--- config.mk ---
export PLATFORM = sky130hd
export DESIGN_NAME = dmem_arbiter
export DESIGN_NICKNAME = d
export VERILOG_FILES = /design/src/rtl/dmem_arbiter.sv
export SDC_FILE = /design/constraint.sdc
export NUM_CORES = 1
export LEC_CHECK = 0
export CAP_MARGIN = 25
export CORE_MARGIN = 1
export CORE_UTILIZATION = 35
export CTS_CLUSTER_DIAMETER = 150
export DETAILED_ROUTE_END_ITERATION = 16
export DONT_BUFFER_PORTS = 1
export PLACE_DENSITY = 0.52
export SETUP_SLACK_MARGIN = 0.15
export SLEW_MARGIN = 20
export SYNTH_ARGS = -nofsm -noshare
export SYNTH_HDL_FRONTEND = slang
export SYNTH_SLANG_ARGS = --single-unit
--- constraint.sdc ---
create_clock -name clk -period 3.2 [get_ports clk]
set_input_delay 0.8 -clock clk [delete_from_list [all_inputs] [get_ports clk]]
set_output_delay 0.8 -clock clk [all_outputs]
set_load 0.02 [all_outputs]
--- src/rtl/dmem_arbiter.sv ---
// Shares the memory controller read port between the load path and the stream
// prefetcher: one request in flight, address-matched response, load-onto-prefetch merging.
module dmem_arbiter #(
  parameter int STARVE_LIMIT = 4
) (
  input  logic        clk,
  input  logic        rst_n,
  input  logic        ld_req,
  input  logic [15:0] ld_addr,
  output logic        ld_ack,
  output logic        ld_valid,
  output logic [15:0] ld_data,
  input  logic        pf_req,
  input  logic [15:0] pf_addr,
  output logic        pf_ack,
  output logic        pf_valid,
  output logic [15:0] pf_data,
  output logic        mem_re,
  output logic [15:0] mem_raddr,
  input  logic        mem_ready,
  input  logic [15:0] mem_raddr_in,
  input  logic [15:0] mem_rdata,
  output logic        busy
);

  typedef enum logic {IDLE, WAIT} state_t;
  typedef enum logic {OWN_LD, OWN_PF} owner_t;

  localparam logic [3:0] LIMIT = 4'(STARVE_LIMIT);

  state_t      state;
  owner_t      owner;
  logic [15:0] cur_addr;
  logic        merged;
  logic [3:0]  starve_cnt;
  logic        merge_hit;
  logic        resp_hit;

  function automatic logic [3:0] sat_inc(input logic [3:0] v);
    return (v == 4'hF) ? v : v + 4'd1;
  endfunction

  // A load may ride on an in-flight prefetch only once, and only at the same word.
  assign merge_hit = (owner == OWN_PF) && !merged && ld_req && (ld_addr == cur_addr);
  assign resp_hit  = mem_ready && (mem_raddr_in == cur_addr);

  always_ff @(posedge clk or negedge rst_n) begin
    if (!rst_n) begin
      state      <= IDLE;
      owner      <= OWN_LD;
      cur_addr   <= '0;
      merged     <= 1'b0;
      starve_cnt <= '0;
      ld_ack     <= 1'b0;
      ld_valid   <= 1'b0;
      ld_data    <= '0;
      pf_ack     <= 1'b0;
      pf_valid   <= 1'b0;
      pf_data    <= '0;
      mem_re     <= 1'b0;
      mem_raddr  <= '0;
      busy       <= 1'b0;
    end else begin
      mem_re   <= 1'b0;
      ld_ack   <= 1'b0;
      pf_ack   <= 1'b0;
      ld_valid <= 1'b0;
      pf_valid <= 1'b0;
      if (!pf_req) starve_cnt <= '0;

      case (state)
        IDLE: begin
          if (pf_req && (starve_cnt == LIMIT)) begin
            mem_re     <= 1'b1;
            mem_raddr  <= pf_addr;
            cur_addr   <= pf_addr;
            owner      <= OWN_PF;
            pf_ack     <= 1'b1;
            merged     <= 1'b0;
            starve_cnt <= '0;
            busy       <= 1'b1;
            state      <= WAIT;
          end else if (ld_req) begin
            mem_re    <= 1'b1;
            mem_raddr <= ld_addr;
            cur_addr  <= ld_addr;
            owner     <= OWN_LD;
            ld_ack    <= 1'b1;
            merged    <= 1'b0;
            if (pf_req) starve_cnt <= sat_inc(starve_cnt);
            busy      <= 1'b1;
            state     <= WAIT;
          end else if (pf_req) begin
            mem_re     <= 1'b1;
            mem_raddr  <= pf_addr;
            cur_addr   <= pf_addr;
            owner      <= OWN_PF;
            pf_ack     <= 1'b1;
            merged     <= 1'b0;
            starve_cnt <= '0;
            busy       <= 1'b1;
            state      <= WAIT;
          end
        end

        WAIT: begin
          if (merge_hit) begin
            ld_ack <= 1'b1;
            merged <= 1'b1;
          end
          // Responses for other addresses belong to other controller clients.
          if (resp_hit) begin
            if (owner == OWN_PF) begin
              pf_valid <= 1'b1;
              pf_data  <= mem_rdata;
            end
            if ((owner == OWN_LD) || merged || merge_hit) begin
              ld_valid <= 1'b1;
              ld_data  <= mem_rdata;
            end
            busy  <= 1'b0;
            state <= IDLE;
          end
        end

        default: state <= IDLE;
      endcase
    end
  end

endmodule

==> run summary, run 1 <==
==========================================================================================
Peak supply drop                                                                  0.176 mV
Worst Tran Pin Value                                                              0.839 ns
Biggest cell delay along the critical path                                         0.50 ns
CTS Sinks                                                                               61
Buffers from clock root to sink, at most                                                 2
Fraction of final layout cells with drive strength greater than 1                    0.227
Beginning of the worst register-to-register path                              cur_addr[12]$_DFFE_PN0P_
Post-synthesis cell count                                                              247
Cells resized by post-CTS repair                                                         0
Wirelength, routed                                                                 6520 um
Reg-to-Reg End                                                                pf_data[8]$_DFFE_PN0P_
Critical path type                                                            register to register
Die Footprint                                                                     8840 um2
First-pass GRT wire length                                                         9920 um
Skew-Pair Late Insertion Delay                                                     0.34 ns
Top fanout value on the critical path                                                   17
Register-to-Register Setup Slack                                                   0.86 ns
Final net count                                                                        322
Seq cells post-synth                                                                    61
Relative area change from synthesis to final layout                                  10.4%
CP endpoint kind                                                                  register
Maximum number of pins on one net before global-route repair                            62
Unrepaired setup endpoints after global routing                                         no
Total number of vias                                                                 1,871
Finish-stage setup viols                                                                 0
Global routing usage summed across all routing layers                                0.154
Avg Inst Size Synth                                                               12.0 um2
Synthesized-area fraction occupied by adder cells                                  0.00844
Cell family with most CP delay                                                simple AND/OR/NAND/NOR gates
Core area                                                                         8220 um2
List of cells traversed by the critical path                                  xnor2_1 -> nor4b_2 -> nand4_2 -> nor4_4 -> buf_4 -> mux2_2
Antenna Violating Nets Remaining                                                         0
Status                                                                        finished clean
Xor/xnor share of the synthesized area                                              0.0945
Clock edge transition at the registers on the reported setup and hold paths        0.07 ns
Most common cell after layout, fill and taps aside                            sky130_fd_sc_hd__dfrtp_1
Antenna violations before repair                                                         0
Number of antenna diodes                                                                 0
I/O pin cnt                                                                            123
Type of the tightest min-delay check                                          input pin to async pin
# H-tree levels                                                                          3
CTS root buf                                                                  sky130_fd_sc_hd__clkbuf_8
Req. time, crit path                                                               3.42 ns
Setup Buffers After CTS                                                                  0
Buffers on Ports                                                                         0
Final Max Tran Viols                                                                     0
Arrival @ worst endpoint                                                           2.56 ns
Worst setup SP type                                                               register
Mux cell area share after synthesis                                                  0.187
Post-Place Setup Slack                                                            0.623 ns
Via count of the first global-routing pass                                           1,920
Largest cells by area after synthesis                                         sky130_fd_sc_hd__dfrtp_1, sky130_fd_sc_hd__mux2_2, sky130_fd_sc_hd__xor2_1, sky130_fd_sc_hd__mux2i_1, sky130_fd_sc_hd__mux2_4
Upper clock frequency limit                                                      0.428 GHz
Floorplan die height                                                               94.0 um
Leak                                                                               1.57 nW
Synthesized Nets                                                                       318
CTS tree                                                                             built
Inst Count DP                                                                          345
Unique masters post-synth                                                               38
Leading area contributor after synthesis                                      sky130_fd_sc_hd__dfrtp_1
WP buf/inv                                                                               1
Drt initial violations                                                                  51
Number of buffers created by CTS                                                         9
Worst-case clock skew                                                           0.00774 ns
Die W                                                                              94.0 um
Final critical delay including setup and external delays                           2.34 ns
Initial standard-cell utilization of the core                                        0.361
Final worst slack                                                                 0.861 ns
Max_cap viols                                                                            0
Routed WL per cell                                                                 18.0 um
Worst-case reg-to-reg path depth                                                         6
Combined area of all synthesized cells                                            2970 um2
Placer's final routability congestion estimate                                       0.707
Overall overflow remaining after global route                                            0
Synth Area in Simple Gates                                                           0.116
Worst slew slack as a fraction of its limit                                          0.440
# rows                                                                                  33
Warnings, synthesis                                                                      0
Commonest cells after routing, fill and taps aside                            sky130_fd_sc_hd__dfrtp_1, sky130_fd_sc_hd__xor2_1, sky130_fd_sc_hd__nand2_1, sky130_fd_sc_hd__mux2_2, sky130_fd_sc_hd__o21ai_0
Power density over the cells                                                    536 nW/um2
Remaining routing DRC violations                                                         0
Total Negative Setup Slacks                                                           0 ns
Hold Fails Final Rpt                                                                     0
Post-DP HPWL                                                                       4730 um
Detailed Routing Iterations Pass 1                                                       4
Slowest cell on the critical path                                             sky130_fd_sc_hd__dfrtp_1
Final cell count without fillers                                                       361
Vias/cell                                                                             5.18
Seq/Total Area, Yosys                                                                0.515
Area fraction of the dominant cell type after synthesis                              0.515
Combinational family with the most area after synthesis                       multiplexers
# hold bufs at CTS                                                                       0
Synthesized-area fraction occupied by ao, oa, aoi and oai cells                     0.0557
Final worst-path cycle share                                                         0.731
==========================================================================================
-- area by class of cell --
| type | instances | area [um2] |
|---|---|---|
| clock buffer | 10 | 128 |
| clock inverter | 6 | 87.6 |
| fill | 795 | 4940 |
| inverter | 5 | 18.8 |
| multi-input combinational | 172 | 1370 |
| sequential | 61 | 1530 |
| tap | 105 | 131 |
| timing repair buffer | 2 | 15.0 |
-- layer usage --
layer	GRT usage	vias up	routed length, um	part of all wire
li1	-	869	-	-
met1	0.190	912	2800	0.43
met2	0.241	81	3140	0.48
met3	0.0421	9	464	0.071
met4	0.0846	0	112	0.017
met5	0	-	0	0
-- Yosys cell counts, drive strengths merged --
| cell type | number |
|---|---|
| buf | 4 |
| nor4 | 7 |
| nor2b | 3 |
| or2 | 1 |
| a21oi | 1 |
| or3b | 1 |
| o221a | 2 |
| o21a | 1 |
| and3b | 1 |
| nor2 | 9 |
| o21ai | 18 |
| nand2b | 1 |
| nor4b | 1 |
| mux2i | 16 |
| xor2 | 25 |
| a31oi | 2 |
| dfrtp | 61 |
| nand2 | 25 |
| a21boi | 1 |
| clkbuf | 5 |
| mux2 | 32 |
| xnor2 | 7 |
| and3 | 1 |
| nor3 | 5 |
| o21bai | 1 |
| inv | 5 |
| ha | 2 |
| nand4 | 4 |
| a32oi | 1 |
| nand3 | 3 |
| nor4bb | 1 |
-- cells by family after synthesis --
group                    after synthesis
buffers and inverters                 14
flip-flops                            61
adder cells (fa/ha/maj)                2
XOR/XNOR                              32
AO/OA/AOI/OAI                         27
multiplexers                          48
AND/OR/NAND/NOR                       63
-- where the power goes --
| part | switching, W | total [W] | internal [W] |
|---|---|---|---|
| sequential | 0.0000734 | 0.000870 | 0.000797 |
| combinational | 0.0000713 | 0.000134 | 0.0000627 |
| clock | 0.000314 | 0.000752 | 0.000439 |
-- worst max path at each step --
stage	depth (start not counted)	slack [ns]	to	from
global route	6	0.65	ld_data[1]$_DFFE_PN0P_	cur_addr[12]$_DFFE_PN0P_
floorplan	6	0.69	pf_data[0]$_DFFE_PN0P_	mem_raddr_in[9]
CTS	6	0.82	pf_data[7]$_DFFE_PN0P_	cur_addr[12]$_DFFE_PN0P_
finish	6	0.86	pf_data[8]$_DFFE_PN0P_	cur_addr[12]$_DFFE_PN0P_
detailed placement	6	0.62	pf_data[10]$_DFFE_PN0P_	mem_raddr_in[12]
global placement	6	0.62	pf_data[7]$_DFFE_PN0P_	mem_raddr_in[12]
-- per-stage QoR --
step	total power (W)	hold WS, ns	instance area (um2)	utilization
floorplan	0.000983	0.438	2970	-
global placement	0.00102	0.454	3060	0.372
detailed placement	0.00102	0.456	3060	0.372
CTS	0.00180	0.117	3270	0.399
finish	0.00176	0.148	3270	0.399
global route	0.00185	0.119	3270	0.399
-- flip-flops by register name, indices dropped and copies added, names as in the netlist --
register,cells
owner,1
merged,1
cur_addr,16
ld_valid,1
mem_re,1
pf_ack,1
busy,1
starve_cnt,4
state,1
pf_valid,1
ld_data,16
ld_ack,1
pf_data,16
Note: power is estimated with default switching activity, not from simulation.
==> inputs of run 2 (changes only) <==
Clock period 3.2 ns to 2.5 ns, I/O delays scaled along.
==> run 2 against run 1 <==
First-iteration DRC count fell by 20%. Via count rose by 1.3%. Global-route usage rose by 0.35 points. Utilization rose by 1.1 points. Sequential cell count did not move. Power rose by 25%. Die area did not move. Clock-buffer cell count rose by 1. Critical path type unchanged. Largest cell class unchanged. Largest power group unchanged. Highest routed layer unchanged.
==> run summary, run 2 (same netlist as run 1, synthesis figures left out) <==
==========================================================================================
Skew-Pair Late Insertion Delay                                                     0.34 ns   about the same
Psw                                                                             0.000617 W   +35%
Finish-stage setup viols                                                                 0   unchanged
Area of the multi-input gates                                                     1390 um2   +1.9%
Critical path type                                                            register to register
Overall overflow remaining after global route                                            0   unchanged
Via count of the first global-routing pass                                           2,023   +5.4%
Reg-to-Reg End                                                                pf_data[6]$_DFFE_PN0P_
Detailed Routing Iterations Pass 1                                                       4   unchanged
Max_cap viols                                                                            0   unchanged
CP endpoint kind                                                                  register
Gate power share                                                                     0.105   +0.029
CTS root buf                                                                  sky130_fd_sc_hd__clkbuf_8
Die Footprint                                                                     8840 um2   unchanged
Final critical delay including setup and external delays                           2.22 ns   -0.117 ns
Setup Buffers After CTS                                                                  0   unchanged
Req. time, crit path                                                               2.73 ns   -0.69 ns
Area after detailed placement                                                     3120 um2   +2.0%
Final net count                                                                        328   +1.9%
Commonest cells after routing, fill and taps aside                            sky130_fd_sc_hd__dfrtp_1, sky130_fd_sc_hd__xor2_1, sky130_fd_sc_hd__nand2_1, sky130_fd_sc_hd__mux2_2, sky130_fd_sc_hd__o21ai_0
Initial standard-cell utilization of the core                                        0.361   unchanged
Internal power                                                                   0.00158 W   +22%
Number of buffers created by CTS                                                         9   unchanged
Biggest cell delay along the critical path                                         0.51 ns   about the same
Final Max Tran Viols                                                                     0   unchanged
List of cells traversed by the critical path                                  xor2_1 -> nor4b_2 -> nand4_2 -> nor4_4 -> buf_12 -> mux2_2
Total number of vias                                                                 1,896   +1.3%
Power density over the cells                                                    653 nW/um2   +22%
Final worst-path cycle share                                                         0.889   +0.158
Beginning of the worst register-to-register path                              cur_addr[5]$_DFFE_PN0P_
Fraction of final layout cells with drive strength greater than 1                    0.256   +0.0292
Most common cell after layout, fill and taps aside                            sky130_fd_sc_hd__dfrtp_1
Top fanout value on the critical path                                                   17   unchanged
Core area                                                                         8220 um2   unchanged
Largest registers                                                             cur_addr (16), ld_data (16), pf_data (16)
Post-Place Setup Slack                                                           0.0997 ns   -0.523 ns
Area used by sequential logic in the layout                                       1530 um2   about the same
Floorplan die height                                                               94.0 um   unchanged
Global routing usage summed across all routing layers                                0.157   +0.00353
First-pass GRT wire length                                                       10,200 um   +2.7%
Register-to-Register Setup Slack                                                   0.28 ns   -0.58 ns
Leak                                                                               1.60 nW   +2.1%
Status                                                                        finished clean
Unrepaired setup endpoints after global routing                                         no
Wirelength, routed                                                                 6600 um   +1.3%
Sequential Power Share                                                               0.500   +0.004
Total Negative Setup Slacks                                                           0 ns   unchanged
Number of fillers in the final layout                                                  801   +0.75%
Routed WL per cell                                                                 18.0 um   -0.38%
Post-DP HPWL                                                                       4830 um   +1.9%
Buffers from clock root to sink, at most                                                 2   unchanged
Switching share of power                                                             0.280   +0.0193
Remaining routing DRC violations                                                         0   unchanged
Worst-case clock skew                                                            0.0151 ns   +0.00734 ns
Antenna Violating Nets Remaining                                                         0   unchanged
Upper clock frequency limit                                                      0.450 GHz   +5.2%
Slowest cell on the critical path                                             sky130_fd_sc_hd__dfrtp_1
Clock edge transition at the registers on the reported setup and hold paths        0.08 ns   about the same
Maximum number of pins on one net before global-route repair                            62   unchanged
Placer's final routability congestion estimate                                       0.717   +1.4%
Drt initial violations                                                                  41   -20%
Antenna violations before repair                                                         0   unchanged
Final worst slack                                                                 0.277 ns   -0.583 ns
Worst setup SP type                                                               register
Buffers on Ports                                                                         0   unchanged
CTS Sinks                                                                               61   unchanged
Die W                                                                              94.0 um   unchanged
Post-layout instance area                                                         3370 um2   +2.9%
Proportion of power drawn by the clock network                                       0.396   -0.032
Worst slew slack as a fraction of its limit                                          0.606   +0.165
CTS tree                                                                             built
Number of antenna diodes                                                                 0   unchanged
Arrival @ worst endpoint                                                           2.45 ns   -0.11 ns
I/O pin cnt                                                                            123   unchanged
Relative area change from synthesis to final layout                                  13.6%
# rows                                                                                  33   unchanged
Hold Fails Final Rpt                                                                     0   unchanged
Worst-case reg-to-reg path depth                                                         6   unchanged
# H-tree levels                                                                          3   unchanged
Type of the tightest min-delay check                                          input pin to async pin
Vias/cell                                                                             5.17   -0.32%
Peak supply drop                                                                  0.250 mV   +42%
Worst Tran Pin Value                                                              0.591 ns   -0.248 ns
==========================================================================================
-- run 2: metal layers --
layer | GRT usage | vias up | share of wire
met2 | 0.246 | 90 | 0.47
li1 | - | 886 | -
met3 | 0.0485 | 9 | 0.071
met4 | 0.0769 | 0 | 0.014
met5 | 0 | - | 0
met1 | 0.195 | 911 | 0.44
-- run 2: what timing repair did --
| item | CTS | global route |
|---|---|---|
| gates resized for setup | 0 | 5 |
| hold endpoints to repair | 61 | 0 |
| endpoints found under the setup margin | 0 | 23 |
| hold buffers | 1 | 0 |
-- run 2: worst max-delay path by stage --
stage | depth (start not counted) | to | startpoint
finish | 6 | pf_data[6]$_DFFE_PN0P_ | cur_addr[5]$_DFFE_PN0P_
global placement | 6 | ld_data[3]$_DFFE_PN0P_ | ld_addr[3]
CTS | 6 | ld_data[14]$_DFFE_PN0P_ | cur_addr[15]$_DFFE_PN0P_
global route | 6 | pf_data[9]$_DFFE_PN0P_ | cur_addr[5]$_DFFE_PN0P_
detailed placement | 6 | ld_data[10]$_DFFE_PN0P_ | ld_addr[3]
floorplan | 6 | pf_data[0]$_DFFE_PN0P_ | mem_raddr_in[9]
-- run 2: power by group through the flow --
stage | clock network [W] | registers (W) | logic, W
after floorplan | 0 | 0.00112 | 0.000138
after global placement | 0 | 0.00112 | 0.000202
after detailed placement | 0 | 0.00112 | 0.000206
after CTS | 0.000898 | 0.00110 | 0.000231
after global routing | 0.000941 | 0.00111 | 0.000263
final | 0.000871 | 0.00110 | 0.000230
-- run 2: worst max-delay path: cells and delay by family, from the launching register on --
kind,cells,cell delay [ns]
buf+inv,1,0.21
simple gates,3,0.79
mux,1,0.34
flops,1,0.51
xor+xnor,1,0.24
-- run 2: layout make-up --
type | instances | share of cell area
clock inverter | 5 | 0.0178
tap | 105 | 0.0390
sequential | 61 | 0.454
inverter | 5 | 0.00557
clock buffer | 11 | 0.0390
multi-input combinational | 172 | 0.414
timing repair buffer | 8 | 0.0312
-- run 2: metrics by stage --
step           total power [W]  hold WS (ns)  std cells   util
6_report               0.00220         0.150        367  0.410
5_1_grt                0.00231         0.153        367  0.410
4_1_cts                0.00223         0.146        367  0.407
3_5_place_dp           0.00132         0.330        350  0.380
3_3_place_gp           0.00132         0.330        350  0.380
2_1_floorplan          0.00126         0.329        247      -
